==> config.mk <==
export PLATFORM = sky130hd
export DESIGN_NAME = fp_result_collector
export DESIGN_NICKNAME = d
export VERILOG_FILES = /design/src/rtl/fp_pkg.sv /design/src/rtl/fp_result_fifo.sv /design/src/rtl/fp_result_collector.sv
export SDC_FILE = /design/constraint.sdc
export NUM_CORES = 1
export LEC_CHECK = 0
export CORE_MARGIN = 4
export CORE_UTILIZATION = 40
export CTS_CLUSTER_DIAMETER = 30
export DETAILED_ROUTE_END_ITERATION = 7
export PLACE_DENSITY = 0.73
export SLEW_MARGIN = 20
export SYNTH_ARGS = -nofsm -noshare
export SYNTH_HDL_FRONTEND = slang
export SYNTH_SLANG_ARGS = --single-unit
==> constraint.sdc <==
create_clock -name CLK -period 4.1 [get_ports CLK]
set_input_delay 1.025 -clock CLK [delete_from_list [all_inputs] [get_ports CLK]]
set_output_delay 1.025 -clock CLK [all_outputs]
set_load 0.02 [all_outputs]
==> src/rtl/fp_pkg.sv <==
// Shared types and constants for the single-precision result path.
package fp_pkg;

    localparam int unsigned EXP_W  = 8;
    localparam int unsigned MAN_W  = 23;
    localparam int unsigned FLAG_W = 5;

    localparam int unsigned FLG_INV = 4;
    localparam int unsigned FLG_OVF = 3;
    localparam int unsigned FLG_UNF = 2;
    localparam int unsigned FLG_INX = 1;
    localparam int unsigned FLG_ZER = 0;

    localparam logic [31:0] CANON_QNAN = 32'h7FC0_0000;

    typedef struct packed {
        logic             sign;
        logic [EXP_W-1:0] exp;
        logic [MAN_W-1:0] man;
    } fp_word_t;

    typedef logic [FLAG_W-1:0] fp_flags_t;

    typedef struct packed {
        fp_word_t  word;
        fp_flags_t flags;
    } fp_entry_t;

    localparam int unsigned ENTRY_W = $bits(fp_entry_t);

    function automatic logic is_nan(input fp_word_t w);
        return (w.exp == '1) && (w.man != '0);
    endfunction

endpackage

==> src/rtl/fp_result_fifo.sv <==
// Generic synchronous FIFO with occupancy counter; reads 0 when empty.
module fp_result_fifo #(
    parameter int unsigned WIDTH = 8,
    parameter int unsigned DEPTH = 4
) (
    input  logic             clk,
    input  logic             rst,
    input  logic             wr_valid,
    output logic             wr_ready,
    input  logic [WIDTH-1:0] wr_data,
    output logic             rd_valid,
    input  logic             rd_ready,
    output logic [WIDTH-1:0] rd_data
);

    localparam int unsigned AW = $clog2(DEPTH);
    localparam int unsigned CW = AW + 1;

    logic [WIDTH-1:0] mem [DEPTH];
    logic [AW-1:0]    wptr;
    logic [AW-1:0]    rptr;
    logic [CW-1:0]    count;
    logic             push;
    logic             pop;

    assign wr_ready = (count != CW'(DEPTH));
    assign rd_valid = (count != '0);
    assign push     = wr_valid && wr_ready;
    assign pop      = rd_valid && rd_ready;
    assign rd_data  = rd_valid ? mem[rptr] : '0;

    // Storage is not reset; validity is tracked by count alone.
    always_ff @(posedge clk) begin
        if (push) begin
            mem[wptr] <= wr_data;
        end
    end

    always_ff @(posedge clk) begin
        if (rst) begin
            wptr  <= '0;
            rptr  <= '0;
            count <= '0;
        end else begin
            if (push) begin
                wptr <= wptr + AW'(1);
            end
            if (pop) begin
                rptr <= rptr + AW'(1);
            end
            case ({push, pop})
                2'b10:   count <= count + CW'(1);
                2'b01:   count <= count - CW'(1);
                default: count <= count;
            endcase
        end
    end

endmodule

==> src/rtl/fp_result_collector.sv <==
// Packs add/sub core results into IEEE-754 words, queues them, and tracks sticky flags and a pop counter.
// Optional: define RESULT_CANON_NAN_EN to store every NaN as the canonical quiet NaN.
module fp_result_collector
    import fp_pkg::*;
#(
    parameter int unsigned DEPTH = 4,
    parameter int unsigned CNT_W = 16
) (
    input  logic              CLK,
    input  logic              RST,
    input  logic              in_valid,
    output logic              in_ready,
    input  logic              Sz,
    input  logic [EXP_W-1:0]  Ez,
    input  logic [MAN_W-1:0]  Mz,
    input  logic              invalid_flag,
    input  logic              overflow_flag,
    input  logic              underflow_flag,
    input  logic              inexact_flag,
    input  logic              zero_flag,
    output logic              out_valid,
    input  logic              out_ready,
    output logic [31:0]       out_data,
    output logic [FLAG_W-1:0] out_flags,
    output logic [FLAG_W-1:0] sticky_flags,
    input  logic              flags_clr,
    output logic [CNT_W-1:0]  result_cnt
);

`ifdef RESULT_CANON_NAN_EN
    localparam bit CANON_EN = 1'b1;
`else
    localparam bit CANON_EN = 1'b0;
`endif

    fp_word_t  raw_word;
    fp_flags_t in_flags;
    fp_entry_t wr_entry;
    fp_entry_t rd_entry;
    logic      push;
    logic      pop;

    always_comb begin
        raw_word          = '0;
        raw_word.sign     = Sz;
        raw_word.exp      = Ez;
        raw_word.man      = Mz;
        in_flags          = '0;
        in_flags[FLG_INV] = invalid_flag;
        in_flags[FLG_OVF] = overflow_flag;
        in_flags[FLG_UNF] = underflow_flag;
        in_flags[FLG_INX] = inexact_flag;
        in_flags[FLG_ZER] = zero_flag;
        wr_entry.flags    = in_flags;
        wr_entry.word     = (CANON_EN && is_nan(raw_word)) ? fp_word_t'(CANON_QNAN) : raw_word;
    end

    fp_result_fifo #(
        .WIDTH (ENTRY_W),
        .DEPTH (DEPTH)
    ) u_fifo (
        .clk      (CLK),
        .rst      (RST),
        .wr_valid (in_valid),
        .wr_ready (in_ready),
        .wr_data  (wr_entry),
        .rd_valid (out_valid),
        .rd_ready (out_ready),
        .rd_data  (rd_entry)
    );

    assign push      = in_valid && in_ready;
    assign pop       = out_valid && out_ready;
    assign out_data  = rd_entry.word;
    assign out_flags = rd_entry.flags;

    // Clear wins over accumulation, but a same-cycle push still lands its flags.
    always_ff @(posedge CLK) begin
        if (RST) begin
            sticky_flags <= '0;
        end else if (flags_clr) begin
            sticky_flags <= push ? in_flags : '0;
        end else if (push) begin
            sticky_flags <= sticky_flags | in_flags;
        end
    end

    always_ff @(posedge CLK) begin
        if (RST) begin
            result_cnt <= '0;
        end else if (pop) begin
            result_cnt <= result_cnt + CNT_W'(1);
        end
    end

endmodule

# == Word level (Yosys, flattened, before mapping) ==
# Memory sizes are Yosys's and may differ from the RTL's. A register that Yosys moved wholly into a read port is not among the register bits.
# Cells that the tools add are included.
# op_classes
add_sub_neg,5
eq_ne,3
n_bitwise,1
n_mux,9
reduce_logical,5
# op_table
operator,n
37-bit 2-to-1 mux,1
"16-bit by 1-bit adder with 16-bit output, second input constant",1
5-bit 2-to-1 mux,3
3-bit one-hot mux with 2 select lines,1
5-bit bitwise OR,1
"2-bit by 1-bit adder with 2-bit output, second input constant",2
2-bit 2-to-1 mux,2
2-bit nonzero test,2
"3-bit by 1-bit adder with 3-bit output, second input constant",1
"3-bit inequality test, second input constant",1
3-bit nonzero test,1
"3-bit by 1-bit subtractor with 3-bit output, second input constant",1
"2-bit by 1-bit == test with 1-bit output, second input constant",1
"2-bit == test, second input constant",1
1-bit logical AND,2
1-bit 2-to-1 mux,2
# totals
ramBits,148
register_bits,28
inputBits,42
mem_count,1
output_inout_bits,60
# mem_list
name,depth,word_bits,rd,rd_ports_with_merged_regs,wr,line_no,source
u_fifo.mem,4,37,1,1,1,fp_result_fifo.sv:19,logic [WIDTH-1:0] mem [DEPTH];

# == Depth between registers and ports, before layout ==
# logic_depth
ltp_word,4
depth_mapped,10
depth_no_buf,9

# == Cells and area by module ==
# Synthesis repeated with hierarchy kept, for this count alone.
# hier_totals
hier_cells,386
hier_area_um2,6960.4
# modules_own_cells
module,cells_each,area_per_inst_um2,n_inst,seq_area_each_um2
fp_result_fifo,289,6072.1,1,4624.4
fp_result_collector,97,888.4,1,420.4

# == Least setup slack after synthesis ==
# Ideal clock, no wire load.
# synth_timing
path_type,input -> register
start,input out_ready
end,register u_fifo.count[2]
required_time_ps,4029
n_path_buf,1
setup_ps,71
stages,8
arrival_ps,2596
setup_slack_ps,1434
cell_sequence,o31a_2 > clkbuf_1 > ha_1 > inv_1 > fa_1 > xor2_1 > or3_1 > a21oi_1
# synth_via
elab_chain_len,3
elab_cells_between_ends,5
classes_between,2 x eq/ne; 1 x mux; 2 x reduce/logical
# synth_lines
item,line_no,source
start: declaration,fp_result_collector.sv:22,"input logic out_ready,"
1-bit logical AND (*),--,
via pop,fp_result_collector.sv:41,logic pop;
2-bit by 1-bit == test with 1-bit output or 2-bit == test (tied branches),fp_result_fifo.sv:51,"case ({push, pop})"
3-bit one-hot mux with 2 select lines or 2-bit nonzero test (tied branches),--,
end signal: assignment,fp_result_fifo.sv:52,2'b10: count <= count + CW'(1);
end signal: assignment,fp_result_fifo.sv:53,2'b01: count <= count - CW'(1);
end signal: assignment,fp_result_fifo.sv:54,default: count <= count;
end: declaration,fp_result_fifo.sv:22,logic [CW-1:0] count;
# The timed path passes the listed nets; every way through them passes the cells marked *.
# A chain may end at the register's enable or synchronous reset.

==> run summary <==
Setup Fix Bufs, Post-CTS -> 0
#FFs+latches synth -> 178
CTS tree -> yes
total grt overflow -> 0
Die Y -> 140 microns
nets -> 542
CP endpoint kind -> output pin
Max Root-Sink Buffers -> 2
Setup TNS -> 0 ns
Clock Latency Late Sink -> 0.42 ns
starting density of the core -> 41.3%
critical path cell sequence -> buf_4 > mux4_2 > and2_1 > clkdlybuf4s50_1
R2R setup slack -> 1.48 ns
port bufs -> 101
first-pass GRT wire length -> 21,400 microns
H-tree depth -> 4
Sink Count -> 178
Final Cell Area -> 0.00882 sq mm
Tightest Hold Check Type -> reg2reg
delay-heaviest family, CP -> buffers and inverters
Pleak -> 0.00287 uW
Hold Crit Start -> result_cnt[15]$_SDFFE_PP0P_
CTS buffer count -> 17
cts hold-fix bufs -> 0
Post-CTS Resized -> 0
Yosys warning count -> 0
Root Buffer -> clkbuf_16
CP startpoint kind -> flip-flop
Least-Margin Pin Slew -> 0.998 ns
switching power -> 1650 uW
initial antenna violation count -> 0
mux contribution to synthesized area -> 12.3%
Worst-path clk slew -> 0.07 ns
Placeable Area -> 0.0168 sq mm
Adder-Cell Fraction of Synth Area -> 1.37%
area of the multi-input gates -> 0.00179 sq mm
syn_nets -> 433
die area -> 0.0195 sq mm
Worst Path Buf+Inv -> 2
syn_area_per_cell -> 18.1 sq um
routability congestion estimate -> 0.770
num ports -> 102
XOR/XNOR Fraction of Synth Area -> 1.89%
vias per inst -> 5.04
crit-path max cell delay -> 0.57 ns
worst path required time -> 3.07 ns
Starting DRT DRC Count -> 256
CP Class -> reg2out
vias in the first global route -> 4,001
register area share after synthesis -> 72.7%
Inst Count DP -> 694
Total GRT Usage -> 14.2%
status -> completed
Power Internal -> 4070 uW
Wirelength per Cell -> 18.3 microns
Comb pwr share -> 31.7%
Yosys top cell area share -> 64.1%
Tcrit/Tclk final -> 85.8%
reg2reg start -> u_fifo.count[2]$_SDFFE_PP0P_
Worst path slowest cell -> dfxtp_2
Compound-Gate Fraction of Synth Area -> 1.82%
Register-to-Register Path Depth -> 9
Peak VDD IR -> 327 uV
worst-path fanout max -> 23
sequential share of power -> 39.2%
Period minus WS final -> 3.52 ns
Hold Fails Final Rpt -> 0
WHS Endpoint -> result_cnt[15]$_SDFFE_PP0P_
hold depth -> 2
Clk pwr share -> 29.1%
Syn Inst Count -> 384
Reg area -> 0.00505 sq mm
Finished Layout Cells -> 726
Final HPWL DP -> 8220 microns
Post-Synth Simple-Gate Area -> 8.35%
number of max-slew violations in the final report -> 0
post-route ant nets -> 0
Post-Syn Area -> 0.00694 sq mm
Achievable Freq -> 284 MHz
drt first pass iters -> 4
Max Cap Violations -> 0
WP data arrival -> 2.49 ns
# DRC -> 0
layout cells sized above 1 -> 17.4%
largest net degree at the start of global routing -> 39
relative slew slack -> 33.2%
synth unique cells -> 32
Worst R2R End -> u_fifo.count[2]$_SDFFE_PP0P_
RSZ-0062 raised after global routing -> no
# setup viols final -> 0
Area Overhead vs Synth -> 27.1%
ANT cells -> 0
Routed WL -> 13,300 microns
PwrDens -> 648 mW/mm^2
fill count -> 1,391
total number of vias -> 3,656
dpl cell area -> 0.00820 sq mm
die width -> 140 microns
clk_skew -> 0.00866 ns
fin util -> 52.4%
cell taking the most area after synthesis -> edfxtp_1
Sw Share -> 28.9%
largest family of logic cells by synthesized area -> multiplexers
synth top area cells -> edfxtp_1 64%, mux4_2 12%, dfxtp_1 8.7%
row count -> 47
==> worst min-delay path: stages (launching register included) <==
cell     delay (ns)
dfxtp_1        0.32
o31ai_1        0.07
a21oi_1        0.06
==> cell families (layout without fill, tap and decap cells) <==
kind of cell,Yosys count,after routing
buffers and inverters,24,146
and+or+nand+nor,101,101
adders and majority gates,7,7
xor gates and xnor gates,15,15
DFF,178,178
AOI/OAI and AO/OA,20,20
muxes,39,39
==> final cells by class <==
type,count,share of cell area [%]
Clock buffer,20,5.29
Clock inverter,12,1.76
Inverter,6,0.255
Multi-Input combinational cell,182,20.3
Sequential cell,178,57.2
Tap cell,220,3.12
Timing Repair Buffer,108,12.1
==> cell usage after synthesis <==
master and number:
edfxtp_1 148, and2_1 39, mux4_2 37, dfxtp_1 30, nor2_1 24, a21oi_1 12, xor2_1 12, clkbuf_1 11
and3_1 7, ha_1 6, inv_1 6, nand4_1 6, buf_2 5, nand2_1 5, nor2b_1 5, nand3_1 4
o21ai_0 4, or3_1 3, xnor2_1 3, mux2i_1 2, o31ai_1 2, or3_2 2, or4_1 2, and4_1 1
and4_2 1, buf_4 1, buf_6 1, fa_1 1, nand3_4 1, o311a_4 1, o31a_2 1, or3b_1 1
==> worst max-delay path by stage <==
stage	to	cells after the start	slack (ns)
after floorplan	u_fifo.count[2]$_SDFFE_PP0P_	8	1.43
after global placement	out_flags[3]	4	0.96
after detailed placement	u_fifo.count[2]$_SDFFE_PP0P_	9	0.91
after CTS	out_flags[3]	4	0.51
after global routing	out_data[12]	4	0.43
final	out_data[12]	4	0.58
==> power groups by stage <==
stage	logic (uW)	clock network, uW	registers [uW]
after floorplan	1110	0	2270
after global placement	1840	0	2270
after detailed placement	1850	0	2280
after CTS	1860	1700	2250
after global routing	1960	1780	2260
final	1810	1660	2240
==> cell usage in the layout (no fill, tap or decap), types with 2 or more instances in the layout <==
master	n
buf_4	7
or3_2	2
dfxtp_1	28
nand2_1	5
and3_2	4
clkdlybuf4s50_1	101
clkbuf_16	17
or3_1	3
and2_1	39
o21ai_0	4
clkinvlp_4	5
a21oi_1	12
nor2b_1	5
nand3_1	4
edfxtp_1	148
or4_1	2
dfxtp_2	2
clkinv_2	2
xnor2_1	3
bufinv_16	3
xor2_1	12
ha_1	6
o31ai_1	2
inv_1	6
clkbuf_8	3
nor2_1	24
nand4_1	6
mux4_2	37
mux2i_1	2
and3_1	3
==> state kept, by name (all words and copies together) (netlist names), named ones only <==
name          count
u_fifo.mem      148
result_cnt       16
u_fifo.wptr       2
u_fifo.count      3
sticky_flags      5
u_fifo.rptr       2
==> routing by layer <==
metal / wire [microns] / GRT usage [%]
met1: 5930 / 18.3
met2: 6680 / 23.6
met3: 561 / 4.22
met4: 103 / 3.72
met5: 0 / 0
==> metrics by stage <==
stage	hold slack [ns]	setup slack [ns]	power, uW
after global routing	0.534	0.434	6000
after floorplan	0.485	1.43	3370
after detailed placement	0.498	0.912	4140
after global placement	0.465	0.956	4110
final	0.495	0.583	5720
after CTS	0.507	0.509	5810
(Power assumes the default switching activity.)
